**src/rtl/qs_pkg.sv**
```systemverilog
// qs_pkg: shared widths and types for the qs sort engine and its receive checker
//   W  : data word width
//   N  : maximum legal packet length in beats
//   LW : width of a saturating beat count (0..N+1)
package qs_pkg;
    localparam int W  = 8;
    localparam int N  = 8;
    localparam int LW = $clog2(N + 2);

    typedef enum logic {IDLE, PKT} qs_rcv_state_t;

    typedef struct packed {
        logic [LW-1:0] len;
        logic [W-1:0]  min;
        logic [W-1:0]  max;
        logic          ord;
        logic          frm;
        logic          eng;
    } qs_rcv_stat_t;
endpackage

```
**src/rtl/qs_rcv_fifo.sv**
```systemverilog
// qs_rcv_fifo: flopped FIFO of status records with the head presented from storage
//   i_push/i_din : write request and record (ignored when full unless popping)
//   i_pop        : consume the head (ignored when empty)
//   o_full/o_empty, o_head : occupancy flags and current head record
module qs_rcv_fifo
    import qs_pkg::*;
#(
    parameter int DEPTH = 4
) (
    input  logic         clk,
    input  logic         rst,
    input  logic         i_push,
    input  qs_rcv_stat_t i_din,
    input  logic         i_pop,
    output logic         o_full,
    output logic         o_empty,
    output qs_rcv_stat_t o_head
);
    localparam int AW = $clog2(DEPTH);

    qs_rcv_stat_t r_mem [DEPTH];
    logic [AW:0]  r_wr;
    logic [AW:0]  r_rd;
    logic         w_do_push;
    logic         w_do_pop;

    // Extra pointer MSB is a wrap bit: equal index with differing wrap means full.
    assign o_full    = (r_wr[AW] != r_rd[AW]) && (r_wr[AW-1:0] == r_rd[AW-1:0]);
    assign o_empty   = (r_wr == r_rd);
    assign w_do_pop  = i_pop && !o_empty;
    // A pop frees the head slot in the same edge, so a full FIFO can still accept.
    assign w_do_push = i_push && (!o_full || w_do_pop);
    assign o_head    = r_mem[r_rd[AW-1:0]];

    always_ff @(posedge clk or posedge rst) begin
        if (rst) begin
            r_wr <= '0;
            r_rd <= '0;
            for (int i = 0; i < DEPTH; i++) r_mem[i] <= '0;
        end else begin
            if (w_do_push) begin
                r_mem[r_wr[AW-1:0]] <= i_din;
                r_wr                <= r_wr + 1'b1;
            end
            if (w_do_pop) r_rd <= r_rd + 1'b1;
        end
    end
endmodule

```
**src/rtl/qs_rcv.sv**
```systemverilog
// qs_rcv: receive-side framing/order checker queuing one status record per packet
//   in_*            : beat stream from the sort engine, no backpressure
//   stat_rdy        : consumer accepts the status head
//   stat_*_r        : status FIFO head {len, min, max, ord/frm/eng errors}
//   stray_r         : one-cycle pulse, non-sop beat seen while idle was dropped
//   ovf_r           : sticky, a status record was lost
//   busy_r          : a packet is open
module qs_rcv #(
    parameter int  W          = qs_pkg::W,
    parameter int  N          = qs_pkg::N,
    parameter int  STAT_DEPTH = 4,
    localparam int LW         = $clog2(N + 2)
) (
    input  logic          clk,
    input  logic          rst,
    input  logic          in_vld,
    input  logic          in_sop,
    input  logic          in_eop,
    input  logic          in_err,
    input  logic [W-1:0]  in_dat,
    input  logic          stat_rdy,
    output logic          stat_vld_r,
    output logic [LW-1:0] stat_len_r,
    output logic [W-1:0]  stat_min_r,
    output logic [W-1:0]  stat_max_r,
    output logic          stat_ord_err_r,
    output logic          stat_frm_err_r,
    output logic          stat_eng_err_r,
    output logic          stray_r,
    output logic          ovf_r,
    output logic          busy_r
);
    import qs_pkg::*;

    qs_rcv_state_t r_state;
    qs_rcv_state_t w_state;
    logic [LW-1:0] r_len;
    logic [LW-1:0] w_len;
    logic [W-1:0]  r_min;
    logic [W-1:0]  w_min;
    logic [W-1:0]  r_last;
    logic [W-1:0]  w_last;
    logic          r_ord;
    logic          w_ord;
    logic          r_frm;
    logic          w_frm;
    logic          r_eng;
    logic          w_eng;
    logic          r_hold_vld;
    qs_rcv_stat_t  r_hold;
    logic          r_stray;
    logic          r_ovf;
    logic          w_done;
    logic          w_hold_ld;
    logic          w_stray;
    qs_rcv_stat_t  w_rec;
    qs_rcv_stat_t  w_fresh;
    logic          w_push;
    qs_rcv_stat_t  w_din;
    logic          w_pop;
    logic          w_full;
    logic          w_empty;
    logic          w_ovf;
    qs_rcv_stat_t  w_head;

    // Record for a packet that both starts and ends on the current beat.
    assign w_fresh = '{len: LW'(1), min: in_dat, max: in_dat, ord: 1'b0, frm: 1'b0, eng: in_err};

    always_comb begin
        w_state   = r_state;
        w_len     = r_len;
        w_min     = r_min;
        w_last    = r_last;
        w_ord     = r_ord;
        w_frm     = r_frm;
        w_eng     = r_eng;
        w_done    = 1'b0;
        w_hold_ld = 1'b0;
        w_stray   = 1'b0;
        // Default record closes the open packet as restarted (frm forced).
        w_rec     = '{len: r_len, min: r_min, max: r_last, ord: r_ord, frm: 1'b1, eng: r_eng};
        if (in_vld && in_sop) begin
            w_len     = LW'(1);
            w_min     = in_dat;
            w_last    = in_dat;
            w_ord     = 1'b0;
            w_frm     = 1'b0;
            w_eng     = in_err;
            w_state   = in_eop ? IDLE : PKT;
            w_done    = (r_state == PKT) || in_eop;
            // Restart plus single-beat packet: the second record waits one cycle.
            w_hold_ld = (r_state == PKT) && in_eop;
            if (r_state == IDLE) w_rec = w_fresh;
        end else if (in_vld && r_state == PKT) begin
            w_len   = (r_len > LW'(N)) ? r_len : r_len + LW'(1);
            w_ord   = r_ord | (in_dat < r_last);
            w_frm   = r_frm | (w_len > LW'(N));
            w_eng   = r_eng | in_err;
            w_last  = in_dat;
            w_state = in_eop ? IDLE : PKT;
            w_done  = in_eop;
            w_rec   = '{len: w_len, min: r_min, max: in_dat, ord: w_ord, frm: w_frm, eng: w_eng};
        end else begin
            w_stray = in_vld;
        end
    end

    // The held record always goes first; a completion colliding with it is lost.
    assign w_push = r_hold_vld | w_done;
    assign w_din  = r_hold_vld ? r_hold : w_rec;
    assign w_pop  = !w_empty && stat_rdy;
    assign w_ovf  = (w_push && w_full && !w_pop) || (r_hold_vld && w_done);

    always_ff @(posedge clk or posedge rst) begin
        if (rst) begin
            r_state    <= IDLE;
            r_len      <= '0;
            r_min      <= '0;
            r_last     <= '0;
            r_ord      <= 1'b0;
            r_frm      <= 1'b0;
            r_eng      <= 1'b0;
            r_hold_vld <= 1'b0;
            r_hold     <= '0;
            r_stray    <= 1'b0;
            r_ovf      <= 1'b0;
        end else begin
            r_state    <= w_state;
            r_len      <= w_len;
            r_min      <= w_min;
            r_last     <= w_last;
            r_ord      <= w_ord;
            r_frm      <= w_frm;
            r_eng      <= w_eng;
            r_hold_vld <= w_hold_ld;
            if (w_hold_ld) r_hold <= w_fresh;
            r_stray    <= w_stray;
            r_ovf      <= r_ovf | w_ovf;
        end
    end

    qs_rcv_fifo #(.DEPTH(STAT_DEPTH)) u_fifo (
        .clk     (clk),
        .rst     (rst),
        .i_push  (w_push),
        .i_din   (w_din),
        .i_pop   (w_pop),
        .o_full  (w_full),
        .o_empty (w_empty),
        .o_head  (w_head)
    );

    assign stat_vld_r     = !w_empty;
    assign stat_len_r     = w_head.len;
    assign stat_min_r     = w_head.min;
    assign stat_max_r     = w_head.max;
    assign stat_ord_err_r = w_head.ord;
    assign stat_frm_err_r = w_head.frm;
    assign stat_eng_err_r = w_head.eng;
    assign stray_r        = r_stray;
    assign ovf_r          = r_ovf;
    assign busy_r         = (r_state == PKT);
endmodule

```
**config.mk**
```make
export PLATFORM = sky130hd
export DESIGN_NAME = qs_rcv
export DESIGN_NICKNAME = d
export VERILOG_FILES = /design/src/rtl/qs_pkg.sv /design/src/rtl/qs_rcv_fifo.sv /design/src/rtl/qs_rcv.sv
export SDC_FILE = /design/constraint.sdc
export NUM_CORES = 1
export LEC_CHECK = 0
export BUFFER_PORTS_ARGS = -buffer_cell sky130_fd_sc_hd__buf_2
export CORE_ASPECT_RATIO = 0.9
export CORE_MARGIN = 2
export CORE_UTILIZATION = 45
export DETAILED_ROUTE_END_ITERATION = 12
export GPL_ROUTABILITY_DRIVEN = 0
export PLACE_DENSITY = 0.7
export SLEW_MARGIN = 20
export SYNTH_ARGS = -nofsm -noshare
export SYNTH_HDL_FRONTEND = slang
export SYNTH_SLANG_ARGS = --single-unit
```
**constraint.sdc**
```tcl
create_clock -name clk -period 5.7 [get_ports clk]
set_input_delay 0.57 -clock clk [delete_from_list [all_inputs] [get_ports clk]]
set_output_delay 0.57 -clock clk [all_outputs]
set_load 0.02 [all_outputs]
```
==> flow_summary.ini, run 1 <==
[status]
outcome = complete, no violations

[clock_tree]
cts_setup_buffers = 0
path_clk_slew_ns = 0.05
root_buffer = clkbuf_16
cts_tree = done
numCtsBuffers = 17
cts-resized-gates = 0
clk_latency_ns = 0.42
ctsHtreeMaxLevel = 4
clockBufferDepth = 2
cts_hold_buf = 0
clock-sinks = 135

[synthesis]
synthesis.nets = 564
synth_area_sq_um = 6490
yosysTopAreaCellShare_pct = 52.0
synth_most_common_cell = dfrtp_1
synth_cells = 535
ys_top_cells_by_count = dfrtp_1, mux2_2, nand2_1
synth_flop_cell = dfrtp_1
synth_edf_count = 0
ys_ff_latch = 135
yosysTopAreaCell = dfrtp_1
synth.avg_cell_area_sq_um = 12.1
ys_types = 46
async_reset_ff_share_pct = 100
ys_warn_count = 0
yosysSeqAreaShare_pct = 52.0
synthTopCellsByArea = dfrtp_1, mux2_2, mux4_2, o21ai_0, nand2_1

[pwr]
max-vdd-ir-drop_v = 0.000278
p_leak_nw = 3.41
powerDensity_nw_per_um2 = 566

[timing]
hold_viol = 0
fin_crit_sh_pct = 45.0
rsz0062_at_grt = false
max-slew-margin-rel_pct = 40.3
skew_ns = 0.00956
min_period_ns = 2.57
fin_ws_ns = 3.13
drv_slew = 0
finalSetupTns_ns = 0
timing.fmax_ghz = 0.390
finalSetupViolCount = 0
worstMarginPinSlew_ns = 0.896

[final_layout]
final_util_pct = 52.8
syn_to_final_growth_pct = 14.3
nFillCells = 1225
final_area_sq_um = 7420
fin_cells = 772
multi_input_area_sq_um = 2850
drive_gt1_share_pct = 30.7
seq_area_sq_um = 3380
antenna_cells = 0
final_nets = 595

[setup_path]
path_max_fanout = 26
crit_path_start_kind = flip-flop
setup.worst_path.class = flip-flop to primary output
worst_ep_arrival_time_ns = 2.00
end_kind = primary output
crit_required_ns = 5.13

[grt]
track_usage_pct = 20.3
use_met2_pct = 30.2
grt_max_degree = 75
use_met1_pct = 29.5
grt_pass1_vias = 4409
antenna_found_initial = 0
grt_pass1_wl_um = 23700
top_usage_layer = met2
overflow = 0
grt.met3_usage_pct = 5.64

[die]
coreArea_sq_um = 14100
fp.dieW_um = 131
die-area_sq_um = 15400
io_pins = 42
rows = 41
die_h_um = 118
initial_core_util_pct = 46.2

[flow_run]
maxCapViolCount = 0

[route]
wirelength_um = 14300
dr.first_iter.drc_count = 345
drt-wirelength-per-cell_um = 18.6
dr.pass1.iters = 5
final_antenna_net_count = 0
vias = 4321
drc = 0
viasPerCell = 5.60

[placed_design]
dp_slack_ns = 3.06
dpl.cell_count = 740
place_area_sq_um = 6790
hpwl_um = 9580
port_buffers = 41

[worst_hold_path]
hold_class = input pin to asynchronous set/reset pin
-- power breakdown --
group | internal, mW | total (mW) | switching [mW] | leakage (nW)
Sequential | 1.33 | 1.53 | 0.204 | 1.67
Combinational | 0.681 | 1.50 | 0.820 | 1.44
Clock | 0.754 | 1.16 | 0.409 | 0.307
-- path summary, 6_finish.rpt --
check | from | end | slack [ns] | cells past startpoint
max | u_fifo.r_rd[0]$_DFFE_PP0P_ | stat_min_r[0] | 3.13 | 3
min | rst | u_fifo.r_rd[2]$_DFFE_PP0P_ | 0.33 | 2
max reg2reg | u_fifo.r_rd[0]$_DFFE_PP0P_ | u_fifo.r_mem[58]$_DFFE_PP0P_ | 3.15 | 5
min reg2reg | ovf_r$_DFF_PP0_ | ovf_r$_DFF_PP0_ | 0.46 | 1
max in group asynchronous | rst | u_fifo.r_mem[10]$_DFFE_PP0P_ | 3.99 | 3
min in group clk | in_eop | busy_r$_DFFE_PP0P_ | 0.40 | 2
-- sequential cells by signal, summed over array words and instances (netlist names), 3 cells and up --
signal        count
u_fifo.r_rd       3
r_min             8
u_fifo.r_mem     92
u_fifo.r_wr       3
r_hold           10
r_len             4
r_last            8
-- per-layer routing --
| layer | vias up | part of all wire [%] |
|---|---|---|
| met5 | - | 0 |
| met1 | 2218 | 47 |
| met2 | 121 | 47 |
| li1 | 1972 | - |
| met4 | 0 | 0.82 |
| met3 | 10 | 5.8 |
-- cell families after synthesis --
| family | synth area share [%] |
|---|---|
| adders and majority gates | 2.87 |
| muxes | 21.5 |
| buffers and inverters | 4.03 |
| and+or+nand+nor | 7.84 |
| DFF | 52.0 |
| xor gates and xnor gates | 1.33 |
| AOI/OAI and AO/OA | 10.4 |
-- final cells by class --
class | instances | share of cell area (%)
Tap cell | 193 | 3.26
Clock buffer | 20 | 6.16
Multi-Input combinational cell | 345 | 38.4
Clock inverter | 12 | 2.33
Inverter | 23 | 1.20
Sequential cell | 135 | 45.5
Timing Repair Buffer | 44 | 3.07
-- critical path: stages (launching register included) --
cell and delay, ns:
dfrtp_1 0.32, buf_4 0.42, mux4_2 0.63, buf_2 0.19
-- per-stage QoR --
stage	power (mW)	hold slack, ns
2_1_floorplan	2.63	0.436
3_5_place_dp	3.05	0.455
6_report	4.20	0.335
4_1_cts	4.22	0.385
3_3_place_gp	2.98	0.450
5_1_grt	4.44	0.397
-- cell usage in the layout, fill, tap and decap left out, types with 9 or more instances in the layout --
cell type | Yosys | final
buf_2 | 17 | 41
nand3_1 | 9 | 9
mux4_2 | 23 | 23
nand2_1 | 59 | 59
a21oi_1 | 17 | 17
mux2_2 | 69 | 69
ha_1 | 14 | 14
nor2_1 | 15 | 15
clkbuf_16 | 0 | 17
dfrtp_1 | 135 | 135
o21ai_0 | 49 | 49
mux2i_1 | 10 | 10
inv_1 | 23 | 22
Note: power is estimated with default switching activity, not from simulation.
==> run 2: changes to the inputs <==
--- a/config.mk
+++ b/config.mk
@@ -11,7 +11,7 @@
 export CORE_UTILIZATION = 45
 export DETAILED_ROUTE_END_ITERATION = 12
 export GPL_ROUTABILITY_DRIVEN = 0
-export PLACE_DENSITY = 0.7
+export PLACE_DENSITY = 0.73
 export SLEW_MARGIN = 20
 export SYNTH_ARGS = -nofsm -noshare
 export SYNTH_HDL_FRONTEND = slang
==> constraint.sdc (replaced) <==
create_clock -name clk -period 2.35 [get_ports clk]
set_input_delay 0.235 -clock clk [delete_from_list [all_inputs] [get_ports clk]]
set_output_delay 0.235 -clock clk [all_outputs]
set_load 0.02 [all_outputs]
==> run 2 against run 1 <==
Against the previous run: sequential cell count is the same; worst setup slack lost 3.0 ns; largest power group unchanged; cell area grew 1.6%; wire length shrank 0.38%; hold slack lost 0.30 ns; sequential power grew 140%; clock skew shrank 0.0023 ns; combinational power grew 140%; highest routed layer unchanged; global-route usage shrank 0.24 points.
==> flow_summary.ini, run 2 (synthesized netlist as in run 1, its figures left out) <==
[final_layout]
mostFrequentLayoutCells = dfrtp_1, mux2_2, nand2_1
syn_to_final_growth_pct = 16.1
final_common_cell = dfrtp_1
top_regs = u_fifo.r_mem x92, r_hold x10
top_register = u_fifo.r_mem
final_nets = 608
antenna_cells = 0
largest_register_ffs = 92
nFillCells = 1220
drive_gt1_share_pct = 32.0

[timing]
finalSetupViolCount = 0
fin_crit_sh_pct = 94.0
rsz0062_at_grt = false
min_period_ns = 2.21
finalSetupTns_ns = 0
drv_slew = 0
skew_ns = 0.00728
hold_viol = 0
timing.fmax_ghz = 0.453
fin_ws_ns = 0.142
max-slew-margin-rel_pct = 53.8
worstMarginPinSlew_ns = 0.693

[die]
die-area_sq_um = 15400
io_pins = 42
fp.dieW_um = 131
die_h_um = 118
coreArea_sq_um = 14100
initial_core_util_pct = 46.2
rows = 41

[route]
dr.pass1.iters = 5
drc = 0
vias = 4306
final_antenna_net_count = 0
viasPerCell = 5.50
dr.first_iter.drc_count = 252
wirelength_um = 14300
drt-wirelength-per-cell_um = 18.3

[setup_path]
crit_required_ns = 2.12
crit_family = buffers and inverters
worst_ep_arrival_time_ns = 1.97
slowest_delay_ns = 0.59
path_max_fanout = 25
crit_chain = buf_4 > mux4_2 > buf_2
end_kind = primary output
crit_path_start_kind = flip-flop
setup.worst_path.class = flip-flop to primary output
critPathSlowestCell = mux4_2
path_buf_inv = 2

[clock_tree]
root_buffer = clkbuf_16
ctsHtreeMaxLevel = 4
clock-sinks = 135
numCtsBuffers = 17
cts_tree = done
clk_latency_ns = 0.42
path_clk_slew_ns = 0.05
clockBufferDepth = 2

[grt]
grt_pass1_vias = 4524
overflow = 0
grt_max_degree = 136
track_usage_pct = 20.0
grt_pass1_wl_um = 23500
antenna_found_initial = 0

[status]
outcome = complete, no violations

[worst_hold_path]
hold_class = input pin to asynchronous set/reset pin

[placed_design]
hpwl_um = 9500
port_buffers = 41
dp_slack_ns = 0.254

[pwr]
pwr-share-comb_pct = 36.5
p_switching_mw = 3.41
p_int_mw = 6.60
powerDensity_nw_per_um2 = 1330
p_leak_nw = 3.47
max-vdd-ir-drop_v = 0.000664
seq_power_share_pct = 37.4
clockPowerShare_pct = 26.1
sw_frac_of_total_pct = 34.1

[flow_run]
maxCapViolCount = 0
[run 2: final cells by class]
type	count	area, sq um	share of cell area, %
clock inverter	8	97.6	1.30
timing repair buffer	57	392	5.20
tap	193	241	3.20
clock buffer	22	484	6.43
sequential	135	3380	44.8
multi-input combinational	345	2850	37.8
inverter	23	90.1	1.20
[run 2: final timing paths]
check | from | endpoint | slack (ns) | cells after the start
hold reg to reg | r_hold[19]$_DFFE_PP0P_ | r_hold[19]$_DFFE_PP0P_ | 0.47 | 1
min in group clk | in_sop | stray_r$_DFF_PP0_ | 0.08 | 2
setup reg to reg | r_len[0]$_DFFE_PP0P_ | u_fifo.r_mem[47]$_DFFE_PP0P_ | 0.24 | 7
max in group asynchronous | rst | u_fifo.r_mem[81]$_DFFE_PP0P_ | 1.82 | 3
hold / removal | rst | u_fifo.r_rd[1]$_DFFE_PP0P_ | 0.03 | 3
setup / recovery | u_fifo.r_rd[1]$_DFFE_PP0P_ | stat_max_r[5] | 0.14 | 3
[run 2: metrics by stage]
step                      hold WS (ns)  cell area (sq um)  power, mW  std cells  util, %
after detailed placement         0.461               6950       7.45        753     49.4
after floorplan                  0.325               6490       6.38        535        -
after global routing            0.0846               7530       10.6        783     53.6
after global placement           0.450               6950       7.25        753     49.4
after CTS                       0.0684               7530       10.1        783     53.6
final                           0.0310               7530       10.0        783     53.6
[run 2: repair_timing]
item,in CTS,in global routing
endpoints found under the setup margin,0,8
gates resized for setup,0,1
hold buffers,0,0
buffers inserted,0,0
[run 2: power by group through the flow]
stage          combinational, mW  sequential, mW  clock [mW]
2_1_floorplan               2.79            3.58           0
3_3_place_gp                3.57            3.68           0
3_5_place_dp                3.69            3.76           0
4_1_cts                     3.71            3.73        2.66
5_1_grt                     4.00            3.84        2.76
6_report                    3.66            3.74        2.61
[run 2: metal layers]
metal / GRT usage [%] / routed length (um) / vias to the layer above
li1: - / - / 2003
met5: 0 / 0 / -
met4: 5.72 / 126 / 0
met1: 27.9 / 6530 / 2185
met2: 30.4 / 6790 / 106
met3: 6.18 / 851 / 12
[run 2: worst reg2reg max path, cell delays in order, from the launching register on]
cell and delay [ns]:
dfrtp_1 0.41, inv_1 0.14, ha_1 0.19, nand2b_1 0.14
a211o_1 0.32, a21oi_1 0.20, o2111ai_1 0.27, a32o_1 0.33
==> run 3: changes to the inputs <==
--- a/config.mk
+++ b/config.mk
@@ -11,6 +11,7 @@
 export CORE_UTILIZATION = 45
 export DETAILED_ROUTE_END_ITERATION = 12
 export GPL_ROUTABILITY_DRIVEN = 0
+export MAX_ROUTING_LAYER = met4
 export PLACE_DENSITY = 0.73
 export SLEW_MARGIN = 20
 export SYNTH_ARGS = -nofsm -noshare
==> run 3 against run 2 <==
Against the previous run: combinational power is essentially flat; global-route usage grew 0.60 points; wire length grew 0.27%; sequential cell count is the same; fmax grew 0.29%; sequential power is essentially flat; clock power is essentially flat; highest routed layer unchanged.
==> flow_summary.ini, run 3 (synthesized netlist as in run 1, its figures left out) <==
[clock_tree]
clockBufferDepth = 2
clock-sinks = 135
cts_hold_buf = 0
cts_tree = done
ctsHtreeMaxLevel = 4
clk_latency_ns = 0.42
path_clk_slew_ns = 0.05
root_buffer = clkbuf_16
numCtsBuffers = 17
cts_setup_buffers = 0

[route]
drc = 0
wirelength_um = 14300
dr.first_iter.drc_count = 308
drt-wirelength-per-cell_um = 18.3
vias = 4312
viasPerCell = 5.51
dr.pass1.iters = 4
final_antenna_net_count = 0

[final_layout]
mostFrequentLayoutCells = dfrtp_1, mux2_2, nand2_1
final_area_sq_um = 7530
top_regs = u_fifo.r_mem x92, r_hold x10
top_register = u_fifo.r_mem
fin_cells = 783
largest_register_ffs = 92
drive_gt1_share_pct = 32.0
nFillCells = 1220
syn_to_final_growth_pct = 16.1
seq_area_sq_um = 3380
multi_input_area_sq_um = 2850
final_common_cell = dfrtp_1
final_nets = 608
antenna_cells = 0

[placed_design]
place_area_sq_um = 6950
port_buffers = 41
hpwl_um = 9500
dpl.cell_count = 753

[flow_run]
maxCapViolCount = 0

[pwr]
finalPower_mw = 10.0
powerDensity_nw_per_um2 = 1330
max-vdd-ir-drop_v = 0.000662
p_leak_nw = 3.47

[grt]
overflow = 0
grt_pass1_vias = 4514
track_usage_pct = 20.6
use_met1_pct = 28.2
grt.met3_usage_pct = 5.95
top_usage_layer = met2
use_met2_pct = 30.3
antenna_found_initial = 0
grt_pass1_wl_um = 23500
grt_max_degree = 136

[timing]
hold_slack_ns = 0.0413
worstMarginPinSlew_ns = 0.697
timing.fmax_ghz = 0.454
finalSetupTns_ns = 0
max-slew-margin-rel_pct = 53.6
finalSetupViolCount = 0
drv_slew = 0
skew_ns = 0.00746
fin_crit_sh_pct = 93.7
rsz0062_at_grt = false
hold_viol = 0
min_period_ns = 2.20

[die]
io_pins = 42
die_h_um = 118
initial_core_util_pct = 46.2
fp.dieW_um = 131
coreArea_sq_um = 14100
die-area_sq_um = 15400
rows = 41

[setup_path]
end_kind = primary output
worst_ep_arrival_time_ns = 1.97
path_max_fanout = 25
crit_required_ns = 2.12
setup.worst_path.class = flip-flop to primary output
crit_path_start_kind = flip-flop

[status]
outcome = complete, no violations

[worst_hold_path]
hold_class = input pin to asynchronous set/reset pin
-- run 3: layout make-up --
type,count,area share (%)
clock inverter,8,1.30
inverter,23,1.20
clock buffer,22,6.43
tap,193,3.20
multi-input combinational,345,37.8
sequential,135,44.8
timing repair buffer,57,5.20
-- run 3: report_power, final --
group | total [mW] | internal (mW) | switching [mW] | leakage (nW)
clock network | 2.61 | 1.65 | 0.954 | 0.280
registers | 3.73 | 3.23 | 0.508 | 1.67
logic | 3.66 | 1.72 | 1.94 | 1.53
total | 10.0 | 6.60 | 3.40 | 3.47
-- run 3: repair_timing --
item | in CTS | in global routing
gates resized for setup | 0 | 1
endpoints found under the hold margin | 0 | 0
endpoints found under the setup margin | 0 | 8
-- run 3: path summary, 6_finish.rpt --
path / end / from / slack [ns] / depth (start not counted)
min reg2reg: r_hold[19]$_DFFE_PP0P_ / r_hold[19]$_DFFE_PP0P_ / 0.47 / 1
max: stat_max_r[5] / u_fifo.r_rd[1]$_DFFE_PP0P_ / 0.15 / 3
min in group clk: stray_r$_DFF_PP0_ / in_sop / 0.08 / 2
max in group asynchronous: u_fifo.r_mem[40]$_DFFE_PP0P_ / rst / 1.82 / 3
min: u_fifo.r_rd[1]$_DFFE_PP0P_ / rst / 0.04 / 3
max reg2reg: u_fifo.r_mem[47]$_DFFE_PP0P_ / r_len[0]$_DFFE_PP0P_ / 0.22 / 7
-- run 3: stage by stage --
stage               utilization, %  worst slack, ns
finish                        53.6            0.148
CTS                           53.6           0.0447
global route                  53.6           0.0436
global placement              49.4            0.268
detailed placement            49.4            0.254
floorplan                        -            0.436
-- run 3: per-layer routing --
| metal | share of wire, % | up-vias | routed length (um) |
|---|---|---|---|
| met4 | 0.73 | 0 | 105 |
| met5 | 0 | - | 0 |
| li1 | - | 1999 | - |
| met2 | 48 | 107 | 6870 |
| met1 | 45 | 2196 | 6520 |
| met3 | 5.9 | 10 | 843 |
-- run 3: worst max-delay path, stage by stage, from the launching register on --
cell     delay, ns
dfrtp_1       0.36
buf_4         0.40
mux4_2        0.59
buf_2         0.18
